`config.mk`:
```
export PLATFORM = sky130hd
export DESIGN_NAME = lane_queue_ctrl
export DESIGN_NICKNAME = d
export VERILOG_FILES = /design/src/rtl/lane_pkg.sv /design/src/rtl/lane_queue_ctrl_lfsr16.sv /design/src/rtl/lane_queue_ctrl.sv
export SDC_FILE = /design/constraint.sdc
export NUM_CORES = 1
export LEC_CHECK = 0
export BUFFER_PORTS_ARGS = -buffer_cell sky130_fd_sc_hd__buf_2
export CAP_MARGIN = 25
export CORE_MARGIN = 5
export CORE_UTILIZATION = 50
export DETAILED_ROUTE_END_ITERATION = 10
export GPL_TIMING_DRIVEN = 0
export PLACE_DENSITY = 0.71
export SYNTH_ARGS = -nofsm -noshare
export SYNTH_HDL_FRONTEND = slang
export SYNTH_SLANG_ARGS = --single-unit
```
`constraint.sdc`:
```
create_clock -name clk -period 4.3 [get_ports clk]
set_input_delay 1.29 -clock clk [delete_from_list [all_inputs] [get_ports clk]]
set_output_delay 1.29 -clock clk [all_outputs]
set_load 0.02 [all_outputs]
```
`src/rtl/lane_pkg.sv`:
```
// -----------------------------------------------------------------------------
// lane_pkg
// Shared constants for the lane queue controller: LFSR seed and tap positions,
// and the width of the per-lane departure totals.
// Also holds the LFSR feedback helper so the tap set lives in one place.
// -----------------------------------------------------------------------------
package lane_pkg;

  localparam logic [15:0] LFSR_SEED = 16'hACE1;

  // Tap positions in the usual 1-based polynomial notation: x^16+x^14+x^13+x^11+1
  localparam int LFSR_TAP_A = 16;
  localparam int LFSR_TAP_B = 14;
  localparam int LFSR_TAP_C = 13;
  localparam int LFSR_TAP_D = 11;

  localparam int SERVED_W = 16;

  // Feedback bit for a right-shifting Fibonacci register: polynomial tap t
  // sits at bit (16 - t), and the new bit enters at bit 15.
  function automatic logic lfsr_fb(input logic [15:0] v);
    return v[16 - LFSR_TAP_A] ^ v[16 - LFSR_TAP_B] ^
           v[16 - LFSR_TAP_C] ^ v[16 - LFSR_TAP_D];
  endfunction

endpackage

```
`src/rtl/lane_queue_ctrl_lfsr16.sv`:
```
// -----------------------------------------------------------------------------
// lfsr16
// 16-bit Fibonacci LFSR used as the random arrival source.
// Ports:
//   clk  - clock, rising edge
//   rst  - synchronous active-high reset, loads the seed
//   step - advance one position on this edge
//   out  - current register value
// -----------------------------------------------------------------------------
module lfsr16
  import lane_pkg::*;
(
  input  logic        clk,
  input  logic        rst,
  input  logic        step,
  output logic [15:0] out
);

  logic [15:0] lfsr_q;
  logic [15:0] lfsr_d;

  // Next-state: shift right, feedback enters at the top
  always_comb begin
    lfsr_d = lfsr_q;
    if (step) begin
      lfsr_d = {lfsr_fb(lfsr_q), lfsr_q[15:1]};
    end else begin
      lfsr_d = lfsr_q;
    end
  end

  // State register
  always_ff @(posedge clk) begin
    if (rst) begin
      lfsr_q <= LFSR_SEED;
    end else begin
      lfsr_q <= lfsr_d;
    end
  end

  assign out = lfsr_q;

endmodule

```
`src/rtl/lane_queue_ctrl.sv`:
```
// -----------------------------------------------------------------------------
// lane_queue_ctrl
// Per-lane car queue counters with manual and random arrivals, tick-paced
// discharge gated by green and by a periodic snapshot of the queue lengths,
// per-lane departure totals and sticky saturation flags.
// Ports:
//   clk         - clock, rising edge
//   rst         - synchronous active-high reset
//   arr_sw      - manual arrival switches, one car per rising edge
//   green       - per-lane discharge enable
//   rand_en     - enables one random burst per tick
//   tick        - one-cycle service tick pulse
//   cnt_flat    - queue lengths, lane i at [i*CNT_W +: CNT_W]
//   served_flat - departure totals, lane i at [i*16 +: 16]
//   ovf         - sticky saturation flags
// -----------------------------------------------------------------------------
module lane_queue_ctrl
  import lane_pkg::*;
#(
  parameter int N_LANES  = 8,
  parameter int CNT_W    = 8,
  parameter int TICK_DIV = 100_000_000,
  parameter int SNAP_DIV = 2,
  parameter int RAND_MAX = 3
) (
  input  logic                         clk,
  input  logic                         rst,
  input  logic [N_LANES-1:0]           arr_sw,
  input  logic [N_LANES-1:0]           green,
  input  logic                         rand_en,
  output logic                         tick,
  output logic [N_LANES*CNT_W-1:0]     cnt_flat,
  output logic [N_LANES*SERVED_W-1:0]  served_flat,
  output logic [N_LANES-1:0]           ovf
);

  localparam int DIV_W  = (TICK_DIV > 1) ? $clog2(TICK_DIV) : 1;
  localparam int SNAP_W = (SNAP_DIV > 1) ? $clog2(SNAP_DIV) : 1;
  // Two guard bits so a full counter plus a manual and a random arrival
  // never wraps before the clamp decision.
  localparam int SUM_W  = CNT_W + 2;

  localparam logic [DIV_W-1:0]  DIV_LAST  = DIV_W'(TICK_DIV - 1);
  localparam logic [SNAP_W-1:0] SNAP_LAST = SNAP_W'(SNAP_DIV - 1);
  localparam logic [SUM_W-1:0]  CNT_MAX_S = {2'b00, {CNT_W{1'b1}}};
  localparam logic [CNT_W-1:0]  CNT_MAX   = {CNT_W{1'b1}};

  logic [DIV_W-1:0]    div_q, div_d;
  logic                tick_q, tick_d;
  logic [SNAP_W-1:0]   snap_cnt_q, snap_cnt_d;
  logic [N_LANES-1:0]  sw_prev_q;
  logic [N_LANES-1:0]  ovf_q, ovf_d;
  logic [CNT_W-1:0]    cnt_q    [N_LANES];
  logic [CNT_W-1:0]    cnt_d    [N_LANES];
  logic [CNT_W-1:0]    snap_q   [N_LANES];
  logic [CNT_W-1:0]    snap_d   [N_LANES];
  logic [SERVED_W-1:0] served_q [N_LANES];
  logic [SERVED_W-1:0] served_d [N_LANES];

  logic [15:0]         lfsr_out_s;
  logic [31:0]         rand_lane_s;
  logic [SUM_W-1:0]    rand_amt_s;
  logic                snap_load_s;
  logic [N_LANES-1:0]  man_s;
  logic [N_LANES-1:0]  dep_s;
  logic [SUM_W-1:0]    rnd_s [N_LANES];
  logic [SUM_W-1:0]    sum_s [N_LANES];
  logic                unused_lfsr_s;

  // The LFSR steps on every tick edge; its value before the step picks the burst
  lfsr16 u_lfsr (
    .clk  (clk),
    .rst  (rst),
    .step (tick_q),
    .out  (lfsr_out_s)
  );

  assign unused_lfsr_s = ^lfsr_out_s[15:11];

  // Tick divider and snapshot counter next-state
  always_comb begin
    div_d      = div_q;
    tick_d     = 1'b0;
    snap_cnt_d = snap_cnt_q;
    if (div_q == DIV_LAST) begin
      div_d = '0;
    end else begin
      div_d = div_q + DIV_W'(1);
    end
    // tick is registered, so it is high while the divider sits at its last value
    tick_d = (div_d == DIV_LAST);
    if (tick_q) begin
      if (snap_cnt_q == SNAP_LAST) begin
        snap_cnt_d = '0;
      end else begin
        snap_cnt_d = snap_cnt_q + SNAP_W'(1);
      end
    end else begin
      snap_cnt_d = snap_cnt_q;
    end
  end

  // Random burst target and size decoded from the current LFSR value
  always_comb begin
    rand_lane_s = 32'(lfsr_out_s[7:0]) % 32'(N_LANES);
    rand_amt_s  = SUM_W'(32'(lfsr_out_s[10:8]) % 32'(RAND_MAX)) + SUM_W'(1);
    snap_load_s = tick_q && (snap_cnt_q == SNAP_LAST);
  end

  // Per-lane queue arithmetic: arrivals, discharge, clamp and snapshot
  always_comb begin
    man_s    = '0;
    dep_s    = '0;
    ovf_d    = ovf_q;
    cnt_d    = cnt_q;
    snap_d   = snap_q;
    served_d = served_q;
    for (int i = 0; i < N_LANES; i++) begin
      rnd_s[i] = '0;
      sum_s[i] = '0;
    end
    for (int i = 0; i < N_LANES; i++) begin
      man_s[i] = arr_sw[i] & ~sw_prev_q[i];
      // Discharge needs a non-empty queue, so the sum below never underflows
      dep_s[i] = tick_q & green[i] & (cnt_q[i] != '0) & (snap_q[i] != '0);
      if (tick_q && rand_en && (rand_lane_s == 32'(i))) begin
        rnd_s[i] = rand_amt_s;
      end else begin
        rnd_s[i] = '0;
      end
      sum_s[i] = {2'b00, cnt_q[i]} + SUM_W'(man_s[i]) + rnd_s[i] - SUM_W'(dep_s[i]);
      if (sum_s[i] > CNT_MAX_S) begin
        cnt_d[i] = CNT_MAX;
        ovf_d[i] = 1'b1;
      end else begin
        cnt_d[i] = sum_s[i][CNT_W-1:0];
        ovf_d[i] = ovf_q[i];
      end
      if (dep_s[i]) begin
        served_d[i] = served_q[i] + SERVED_W'(1);
      end else begin
        served_d[i] = served_q[i];
      end
      // Snapshot takes the queue length as it was before this edge's update
      if (snap_load_s) begin
        snap_d[i] = cnt_q[i];
      end else begin
        snap_d[i] = snap_q[i];
      end
    end
  end

  // State registers; reset captures the switches so held switches add nothing
  always_ff @(posedge clk) begin
    if (rst) begin
      div_q      <= '0;
      tick_q     <= 1'b0;
      snap_cnt_q <= '0;
      sw_prev_q  <= arr_sw;
      ovf_q      <= '0;
      for (int i = 0; i < N_LANES; i++) begin
        cnt_q[i]    <= '0;
        snap_q[i]   <= '0;
        served_q[i] <= '0;
      end
    end else begin
      div_q      <= div_d;
      tick_q     <= tick_d;
      snap_cnt_q <= snap_cnt_d;
      sw_prev_q  <= arr_sw;
      ovf_q      <= ovf_d;
      for (int i = 0; i < N_LANES; i++) begin
        cnt_q[i]    <= cnt_d[i];
        snap_q[i]   <= snap_d[i];
        served_q[i] <= served_d[i];
      end
    end
  end

  // Flatten the per-lane registers onto the output buses
  always_comb begin
    cnt_flat    = '0;
    served_flat = '0;
    for (int i = 0; i < N_LANES; i++) begin
      cnt_flat[i*CNT_W +: CNT_W]          = cnt_q[i];
      served_flat[i*SERVED_W +: SERVED_W] = served_q[i];
    end
  end

  assign tick = tick_q;
  assign ovf  = ovf_q;

endmodule

```
==> impl_metrics.py <==
metrics = {
    "route": {
        "wl_per_cell_um": 17.4,
        "drt_pass1_iterations": 5,
        "dr_total_vias": 16474,
        "drt.antenna.violating_nets": 0,
        "viasPerCell": 5.60,
        "drt-total-wl_mm": 51.0,
        "drt_iter0_markers": 965,
        "drcViolationCount": 0,
    },
    "cts": {
        "cts.sinks": 317,
        "tritoncts": "yes",
        "clk_pin_slew_worst_paths_ns": 0.06,
        "cts_root_buf": "clkbuf_16",
        "cts.path.max_buffers": 3,
        "htreeDepth": 2,
        "clk_latency_ns": 0.53,
        "cts_buffers": 37,
    },
    "power": {
        "ir_worst_vdd_mv": 0.408,
        "p_per_area_nw_per_um2": 659,
        "leakagePower_nw": 8.96,
    },
    "timing": {
        "fin_crit_ns": 4.19,
        "skew_ns": 0.0195,
        "min_period_over_period_pct": 97.4,
        "max_slew_margin_pct": 32.1,
        "worst_pin_slew_ns": 1.02,
        "maxSlewViolCount": 0,
        "holdWs_ns": 0.455,
        "hold_viol": 0,
        "finalSetupViolCount": 0,
        "fmax_mhz": 239,
    },
    "synthesis": {
        "synthTopCellsByArea": "dfxtp_1 (36%), ha_1 (10%), nand2_1 (5.8%)",
        "syn_area_per_cell_um2": 8.17,
        "yosysWarnings": 0,
        "ys_seq_elements": 317,
        "yosysSeqAreaShare_pct": 35.7,
        "synth_top_area_cell": "dfxtp_1",
        "synthCells": 2175,
        "synthArstFlopShare_pct": 0,
        "synth.top_cell.area_share_pct": 35.7,
        "synth_area_um2": 17800,
        "synth_edf_count": 0,
        "synth.distinct_cells": 63,
        "ys.flop_type": "dfxtp_1",
    },
    "critical_path": {
        "crit_chain": "buf_2, or3b_2, nor2_2, nand2_1, fa_1, fa_1, nor2b_2, o31ai_2, a221oi_2, xnor2_1, and3_1, clkbuf_4, o22ai_1",
        "critPathMaxFanout": 9,
        "crit_path_top_delay_cell": "or3b_2",
        "cpPeakStageDelay_ns": 0.52,
        "required_ns": 4.67,
        "crit_type": "input port to flop",
        "ff2ff_path_depth": 17,
        "path_buf_inv": 2,
        "start_kind": "input port",
        "critPathTopFamily": "simple AND/OR/NAND/NOR gates",
        "rrSetupSlack_ns": 0.11,
        "cp-end-kind": "flop",
        "timing.rr.start": "u_lfsr.out[9]$_SDFFE_PP0P_",
        "crit_top_cell": "fa_1",
        "rr_endpoint": "cnt_flat[38]$_SDFF_PP0_",
        "arrival_ns": 4.55,
    },
    "global_routing": {
        "grt_pass1_vias": 15629,
        "gr-total-overflow": 0,
        "grt_pass1_wl_mm": 80.1,
        "antenna_found_initial": 1,
        "grt_usage_pct": 24.7,
        "grt_max_degree": 14,
    },
    "floorplan": {
        "die_x_um": 199,
        "rows": 69,
        "die_h_um": 199,
        "ios": 220,
        "core_area_um2": 35300,
        "start_util_pct": 50.3,
        "die_area_um2": 39400,
    },
    "final_layout": {
        "drive_above_1_share_pct": 15.5,
        "syn2layout_area_growth_pct": 20.3,
        "final_util_pct": 60.5,
        "regArea_um2": 6350,
        "diodes": 0,
        "final_nets": 2631,
        "num-fill-cells": 3106,
        "multiInputGateArea_um2": 10800,
        "layout_commonest_cell": "dfxtp_1",
        "mostFrequentLayoutCells": "dfxtp_1 (316), nand2_1 (273), inv_1 (224)",
    },
    "hold_path": {
        "min_to": "snap_q[1]$_SDFFE_PP0P_",
        "min_path_type": "flop to flop",
        "worstHoldPathCells": 2,
        "min_from": "snap_q[1]$_SDFFE_PP0P_",
    },
    "placed_design": {
        "gp_congestion": 0.920,
        "post-dp-hpwl_mm": 37.8,
        "portBuffers": 219,
    },
    "outcome": {
        "status": "finished clean",
    },
    "flow_run": {
        "drv_cap": 0,
    },
}
where the power goes:
part / switching [mW] / internal [mW] / total, mW
registers: 0.471 / 3.32 / 3.79
clock network: 1.26 / 2.07 / 3.33
logic: 3.99 / 2.98 / 6.98
how the worst max path moves through the flow:
| stage | start | endpoint | slack (ns) | depth (start not counted) |
|---|---|---|---|---|
| after detailed placement | u_lfsr.out[10]$_SDFFE_PP1P_ | ovf[4]$_SDFFE_PP0N_ | -1.61 | 19 |
| final | rand_en | cnt_flat[2]$_SDFF_PP0_ | 0.11 | 13 |
| after floorplan | green[5] | cnt_flat[44]$_SDFF_PP0_ | 0.006 | 14 |
| after global routing | u_lfsr.out[9]$_SDFFE_PP0P_ | cnt_flat[22]$_SDFF_PP0_ | -0.07 | 19 |
| after CTS | tick$_SDFF_PP0_ | cnt_flat[14]$_SDFF_PP0_ | -0.02 | 15 |
| after global placement | u_lfsr.out[10]$_SDFFE_PP1P_ | cnt_flat[37]$_SDFF_PP0_ | -1.75 | 20 |
area by class of cell:
class / count / share of cell area, %
well taps: 461 / 2.70
inverters: 224 / 3.93
plain buffers: 64 / 1.25
clock inverters: 10 / 0.767
multi-input cells: 1570 / 50.3
repair buffers: 240 / 6.03
clock buffers: 54 / 5.30
flip-flops and latches: 317 / 29.7
through the flow:
stage / setup WS [ns] / power (mW) / setup TNS (ns) / area, µm² / std cells
after floorplan: 0.00592 / 8.65 / 0 / 17900 / 2191
after global placement: -1.75 / 10.0 / -113.51 / 19500 / 2871
after CTS: -0.0198 / 13.7 / -0.139 / 21100 / 2933
after detailed placement: -1.61 / 10.2 / -106.78 / 19600 / 2874
after global routing: -0.0665 / 15.0 / -0.207 / 21400 / 2940
final: 0.112 / 14.1 / 0 / 21400 / 2940
Yosys cell counts (24+ instances only):
master	instances
dfxtp_1	317
nand2_1	274
inv_1	224
nor2_1	179
ha_1	142
a21oi_1	115
xnor2_1	112
clkbuf_1	69
nor3_1	66
xor2_1	63
nor4_1	62
o21ai_0	55
nand4_1	50
nand3_1	45
o22ai_1	39
o21a_1	37
nor2b_1	30
or3_1	28
mux2i_1	25
nand2b_1	24
worst register-to-register path: stages (launching register included):
cell and delay, ns:
dfxtp_1 0.33, nor2b_2 0.18, ha_1 0.22, ha_4 0.21, nor2_4 0.17, xor2_4 0.17, inv_1 0.09, ha_4 0.39
buf_4 0.17, nand2_1 0.06, ha_1 0.33, fa_1 0.47, nor2b_1 0.18, o31a_1 0.26, o41ai_4 0.11, nor2b_4 0.15
o311ai_1 0.39, o211ai_1 0.15
cells by family (layout without fill, tap and decap cells):
group | Yosys count | after routing | synth area share (%)
other | 1 | 17 | 0.0211
and+or+nand+nor | 841 | 841 | 23.3
AOI/OAI and AO/OA | 354 | 354 | 12.7
xor gates and xnor gates | 175 | 175 | 8.62
muxes | 25 | 25 | 1.41
buffers and inverters | 304 | 592 | 6.45
adders and majority gates | 158 | 158 | 11.8
DFF | 317 | 317 | 35.7
registers in the layout, indices dropped and copies added (netlist names):
name	cells
snap_cnt_q	1
ovf	8
u_lfsr.out	16
cnt_flat	64
tick	1
div_q	27
sw_prev_q	8
served_flat	128
snap_q	64
per-layer routing:
layer  part of all wire (%)  GRT usage [%]  up-vias
met2                     46           40.8      533
met5                  0.039              0        -
li1                       -              -     8049
met1                     43           33.2     7774
met4                    3.6           8.54        2
met3                    7.2           3.74      116
what timing repair did:
| action | 4_1_cts | 5_1_grt |
|---|---|---|
| resized for setup | 39 | 61 |
| buffers inserted | 7 | 11 |
| pin swaps | 4 | 11 |
| endpoints found under the setup margin | 72 | 72 |
| cloned | 0 | 0 |
| hold buffers | 0 | 0 |
(Power assumes the default switching activity.)
